**src/rtl/divider.sv**
```systemverilog
// Sequential restoring divider: 2*WIDTH-bit dividend by WIDTH-bit divisor,
// one quotient bit per cycle, behind a valid/busy handshake.
module divider #(
  parameter int WIDTH = 256
) (
  input  logic               clk_in,
  input  logic               rst_in,
  input  logic [2*WIDTH-1:0] dividend_in,
  input  logic [WIDTH-1:0]   divisor_in,
  input  logic               valid_in,
  output logic [2*WIDTH-1:0] quotient_out,
  output logic [WIDTH-1:0]   remainder_out,
  output logic               valid_out,
  output logic               busy_out,
  output logic               div_by_zero_out
);

  localparam int CW = $clog2(2*WIDTH) + 1;
  localparam logic [CW-1:0] LAST_BIT = CW'(2*WIDTH - 1);
  localparam logic [CW-1:0] ONE = CW'(1);

  typedef enum logic [1:0] {IDLE, COMPUTING, DONE} state_t;

  state_t             state_q, state_d;
  logic [2*WIDTH-1:0] shiftReg_q, shiftReg_d;
  logic [WIDTH-1:0]   divisor_q, divisor_d;
  logic [WIDTH-1:0]   partRem_q, partRem_d;
  logic [CW-1:0]      bitCount_q, bitCount_d;
  logic [2*WIDTH-1:0] quotient_q, quotient_d;
  logic [WIDTH-1:0]   remainder_q, remainder_d;
  logic               valid_q, valid_d;
  logic               busy_q, busy_d;
  logic               divZero_q, divZero_d;

  logic [WIDTH:0]     remShift;
  logic               remGe;
  logic [WIDTH-1:0]   remNext;
  logic [2*WIDTH-1:0] quotNext;

  // The held remainder is always below the divisor, so only the shifted value
  // needs the extra bit; a taken subtract always lands back inside WIDTH bits.
  always_comb begin
    remShift = {partRem_q, shiftReg_q[2*WIDTH-1]};
    remGe    = (remShift >= {1'b0, divisor_q});
    remNext  = remGe ? (remShift[WIDTH-1:0] - divisor_q) : remShift[WIDTH-1:0];
    quotNext = {shiftReg_q[2*WIDTH-2:0], remGe};
  end

  always_comb begin
    state_d     = state_q;
    shiftReg_d  = shiftReg_q;
    divisor_d   = divisor_q;
    partRem_d   = partRem_q;
    bitCount_d  = bitCount_q;
    quotient_d  = quotient_q;
    remainder_d = remainder_q;
    valid_d     = 1'b0;
    busy_d      = busy_q;
    divZero_d   = divZero_q;
    case (state_q)
      IDLE: begin
        if (valid_in) begin
          shiftReg_d = dividend_in;
          divisor_d  = divisor_in;
          partRem_d  = '0;
          bitCount_d = '0;
          busy_d     = 1'b1;
          state_d    = (divisor_in == '0) ? DONE : COMPUTING;
        end
      end
      COMPUTING: begin
        shiftReg_d = quotNext;
        partRem_d  = remNext;
        bitCount_d = bitCount_q + ONE;
        if (bitCount_q == LAST_BIT) begin
          quotient_d  = quotNext;
          remainder_d = remNext;
          valid_d     = 1'b1;
          busy_d      = 1'b0;
          divZero_d   = 1'b0;
          state_d     = DONE;
        end
      end
      DONE: begin
        // Still busy here only when a zero divisor skipped the iterations.
        if (busy_q) begin
          quotient_d  = '1;
          remainder_d = shiftReg_q[WIDTH-1:0];
          divZero_d   = 1'b1;
          valid_d     = 1'b1;
          busy_d      = 1'b0;
        end else begin
          state_d = IDLE;
        end
      end
      default: state_d = IDLE;
    endcase
  end

  always_ff @(posedge clk_in) begin
    if (rst_in) begin
      state_q     <= IDLE;
      shiftReg_q  <= '0;
      divisor_q   <= '0;
      partRem_q   <= '0;
      bitCount_q  <= '0;
      quotient_q  <= '0;
      remainder_q <= '0;
      valid_q     <= 1'b0;
      busy_q      <= 1'b0;
      divZero_q   <= 1'b0;
    end else begin
      state_q     <= state_d;
      shiftReg_q  <= shiftReg_d;
      divisor_q   <= divisor_d;
      partRem_q   <= partRem_d;
      bitCount_q  <= bitCount_d;
      quotient_q  <= quotient_d;
      remainder_q <= remainder_d;
      valid_q     <= valid_d;
      busy_q      <= busy_d;
      divZero_q   <= divZero_d;
    end
  end

  assign quotient_out    = quotient_q;
  assign remainder_out   = remainder_q;
  assign valid_out       = valid_q;
  assign busy_out        = busy_q;
  assign div_by_zero_out = divZero_q;

endmodule
```
**config.mk**
```make
export PLATFORM = sky130hd
export DESIGN_NAME = divider
export DESIGN_NICKNAME = d
export VERILOG_FILES = /design/src/rtl/divider.sv
export SDC_FILE = /design/constraint.sdc
export NUM_CORES = 2
export LEC_CHECK = 0
export BUFFER_PORTS_ARGS = -buffer_cell sky130_fd_sc_hd__buf_4
export CAP_MARGIN = 0
export CORE_AREA = 2 2 609 611
export CTS_BUF_LIST = sky130_fd_sc_hd__clkbuf_16
export DETAILED_ROUTE_END_ITERATION = 10
export DIE_AREA = 0 0 611 613
export PLACE_DENSITY = 0.43
export SLEW_MARGIN = 30
export SYNTH_ARGS = -nofsm -noshare
export SYNTH_HDL_FRONTEND = slang
export SYNTH_SLANG_ARGS = --single-unit
export TNS_END_PERCENT = 1
```
**constraint.sdc**
```tcl
create_clock -name clk_in -period 4.1 [get_ports clk_in]
set_clock_uncertainty 0.15 [all_clocks]
set_input_delay 0.205 -clock clk_in [delete_from_list [all_inputs] [get_ports clk_in]]
set_output_delay 0.205 -clock clk_in [all_outputs]
set_load 0.01 [all_outputs]
```
==> flow_metrics.py <==
metrics = {
    "outcome": {
        "outcome": "complete, but fails checks",
        "violations": "negative setup slack",
    },
    "logic_synthesis": {
        "synth_area_mm2": 0.0928,
        "synthTopCellsByCount": "dfxtp_1, nor2_1, nand2_1",
        "synth-edff-count": 0,
        "synth_top_area_share_pct": 39.0,
        "seq_area_frac_synth_pct": 39.0,
        "ys_ff_latch": 1807,
        "ys_top_cells_by_area": "dfxtp_1, mux2i_1, nor2_1",
        "synthCells": 12000,
        "synthDistinctLibCells": 105,
        "yosysMostFrequentCell": "dfxtp_1",
        "synth_top_flop_cell": "dfxtp_1",
        "ys_warn_count": 0,
        "syn_nets": 13000,
        "yosys.area.top_type": "dfxtp_1",
        "syn_area_per_cell_um2": 7.76,
        "async_reset_ff_share_pct": 0,
    },
    "clock_network": {
        "cts_tree": "yes",
        "clock_latency_ns": 0.94,
        "numCtsBuffers": 220,
        "path_clk_slew_ns": 0.06,
        "cts_max_level": 4,
        "clock_path_buffers": 4,
        "clock-sinks": 1807,
        "clockRootBuffer": "clkbuf_16",
    },
    "layout": {
        "layout-drive-gt1-share_pct": 26.7,
        "fillCellCount": 38500,
        "area_growth_pct": 59.2,
        "finalNetCount": 17300,
        "multi_input_area_mm2": 0.0545,
        "regArea_mm2": 0.0362,
    },
    "sta": {
        "period_share_pct": 115,
        "setup-violations-final": 513,
        "hold_viol": 0,
        "rsz0062_at_grt": "true",
        "postLayoutSetupSlackWorst_ns": -0.625,
        "maxSlewViolCount": 0,
        "fmax_mhz": 212,
        "max_slew_margin_pct": 23.5,
        "worstMarginPinSlew_ns": 1.15,
        "min_period_ns": 4.72,
    },
    "power": {
        "netSwitchingFraction_pct": 44.5,
        "finalPower_mw": 95.4,
        "power.switching_mw": 42.5,
        "clock_power_share_pct": 20.4,
        "p_leak_nw": 62.5,
        "power_frac_seq_pct": 28.8,
        "ir_worst_vdd_v": 0.000663,
        "p_int_mw": 52.9,
        "p_per_area_mw_per_mm2": 645,
        "pwr-share-comb_pct": 50.8,
    },
    "run": {
        "maxCapViolations": 0,
    },
    "die": {
        "core_area_mm2": 0.368,
        "dieArea_mm2": 0.375,
        "num_io_pins": 1542,
        "start_util_pct": 25.2,
        "fp-row-count": 223,
        "die_h_um": 613,
        "dieWidth_um": 611,
    },
    "drt": {
        "drt_iter0_drc": 7491,
        "wl_per_cell_um": 24.7,
        "drcViolationCount": 0,
        "firstDrtPassIters": 5,
        "wl_um": 526000,
        "antenna_left": 0,
        "vias": 106000,
        "routed_via_density": 4.99,
    },
    "worst_setup_path": {
        "worstPathArrival_ns": 5.38,
        "crit_type": "register to register",
        "cp.required_ns": 4.76,
        "r2r_start": "divisor_q[4]",
        "startpoint_type": "register",
        "r2r-end": "remainder_out[200]",
        "crit_fanout": 8,
        "end_kind": "register",
        "r2r_setup_slack_ns": -0.62,
        "worstSetupEndpoint": "remainder_out[200]",
        "r2r_cells": 25,
        "startpoint": "divisor_q[4]",
    },
    "placement": {
        "dp_slack_ns": -1.32,
        "port_buffers": 1541,
        "gp_congestion": 0.961,
        "dp_hpwl_um": 403000,
    },
    "grt": {
        "grt_pass1_vias": 106000,
        "overflow": 0,
        "grt_pass1_wl_um": 746000,
        "grt_max_degree": 183,
        "grt_usage_pct": 26.8,
        "antenna_found_initial": 107,
    },
    "hold_path": {
        "holdCritPathClass": "input port to register",
    },
}
final cells by class:
cell class              instances  share of cell area (%)
well taps                    4837                    4.09
multi-input cells            8871                    36.9
flip-flops and latches       1807                    24.5
diodes                         54                  0.0914
clock inverters               182                   0.947
inverters                     365                   0.932
repair buffers               4986                    28.8
clock buffers                 222                    3.76
power by group through the flow:
stage	clock [mW]	sequential [mW]	combinational (mW)
finish	19.5	27.4	48.5
global route	20.6	28.0	52.5
CTS	19.9	27.4	47.9
detailed placement	0	27.7	45.6
global placement	0	27.6	45.5
floorplan	0	27.3	23.7
through the flow:
stage          instances  hold WS (ns)  TNS, ns  utilization, %  area (µm²)
6_report           21300        0.0644  -205.77            40.2      148000
5_1_grt            21300        0.0347  -291.83            40.2      148000
4_1_cts            21300      0.000185  -241.08            39.6      146000
3_5_place_dp       19300         0.289  -401.29            33.3      122000
3_3_place_gp       19300         0.285  -360.47            33.2      122000
2_1_floorplan      12000         0.191        0               -       92800
worst min path at each step:
stage | slack (ns) | from | cells after the start | to
final | 0.06 | dividend_in[103] | 4 | shiftReg_q[103]
after global placement | 0.29 | remainder_out[243] | 2 | remainder_out[243]
after detailed placement | 0.29 | remainder_out[224] | 2 | remainder_out[224]
after global routing | 0.03 | dividend_in[179] | 4 | shiftReg_q[179]
after CTS | 0.0002 | dividend_in[349] | 4 | shiftReg_q[349]
after floorplan | 0.19 | divisor_in[100] | 2 | divisor_q[100]
state kept, by name, summed over array words and instances (netlist names):
register and cells:
remainder_out 256, divisor_q 256, valid_out 1, div_by_zero_out 1
shiftReg_q 512, busy_out 1, partRem_q 256, quotient_out 512
state_q 2, bitCount_q 10
critical path, cell delays in order, from the launching register on:
cell	delay, ns
dfxtp_2	0.34
buf_12	0.10
inv_1	0.06
ha_4	0.27
nand3_1	0.10
o21bai_4	0.21
a211o_1	0.35
buf_4	0.16
a31oi_2	0.19
buf_6	0.16
o211ai_1	0.10
buf_4	0.17
nand4_1	0.11
buf_4	0.15
nand4b_1	0.11
buf_6	0.16
a31oi_4	0.18
buf_6	0.13
a21o_4	0.16
buf_8	0.16
buf_16	0.18
buf_16	0.17
buf_12	0.14
mux2i_4	0.26
o21ai_1	0.08
a22o_1	0.20
routing by layer:
| metal | share of wire, % | vias up | global-route usage (%) |
|---|---|---|---|
| met2 | 48 | 2929 | 46.1 |
| met4 | 4.4 | 36 | 10.7 |
| met3 | 5.1 | 755 | 4.07 |
| met5 | 0.046 | - | 0 |
| met1 | 42 | 51500 | 33.2 |
| li1 | - | 51200 | - |
cell usage in the layout (no fill, tap or decap), types with 34 or more instances in the layout:
master            n
nand3_1          70
o21ai_2         107
a31oi_1          40
buf_4          3386
nor4_1           91
ha_1            221
xor2_1           94
clkinv_2         39
inv_1           410
nand2_1        1359
o21bai_1         86
mux2i_4          34
dfxtp_1        1788
a21boi_0         43
clkinv_1         41
o21a_1           41
a22oi_1          41
dlygate4sd3_1  1462
o21ai_0         427
o21ai_1         254
nor3_1         1103
mux2i_1         556
a22o_1          123
nand4_1         186
clkbuf_16       226
a21oi_1         878
o211ai_1         48
buf_12           80
xnor2_1         138
o2bb2a_1         56
nor2_1         1542
a21o_1           70
a211oi_1        528
diode_2          54
nand2_2          41
cell families after synthesis:
| logic type | Yosys count | share of synthesized area, % |
|---|---|---|
| mux | 612 | 6.60 |
| xor+xnor | 250 | 2.36 |
| compound gates | 3085 | 21.1 |
| flops | 1807 | 39.0 |
| buf+inv | 1294 | 5.44 |
| fa+ha+maj | 261 | 3.53 |
| simple gates | 4663 | 22.0 |
what timing repair did:
item,CTS,global route
gates resized for setup,244,477
gates cloned,7,3
pin swaps,55,108
hold buffers,1462,0
setup buffers,31,15
setup endpoints to repair,514,514
hold endpoints to repair,865,0
Note: power is estimated with default switching activity, not from simulation.
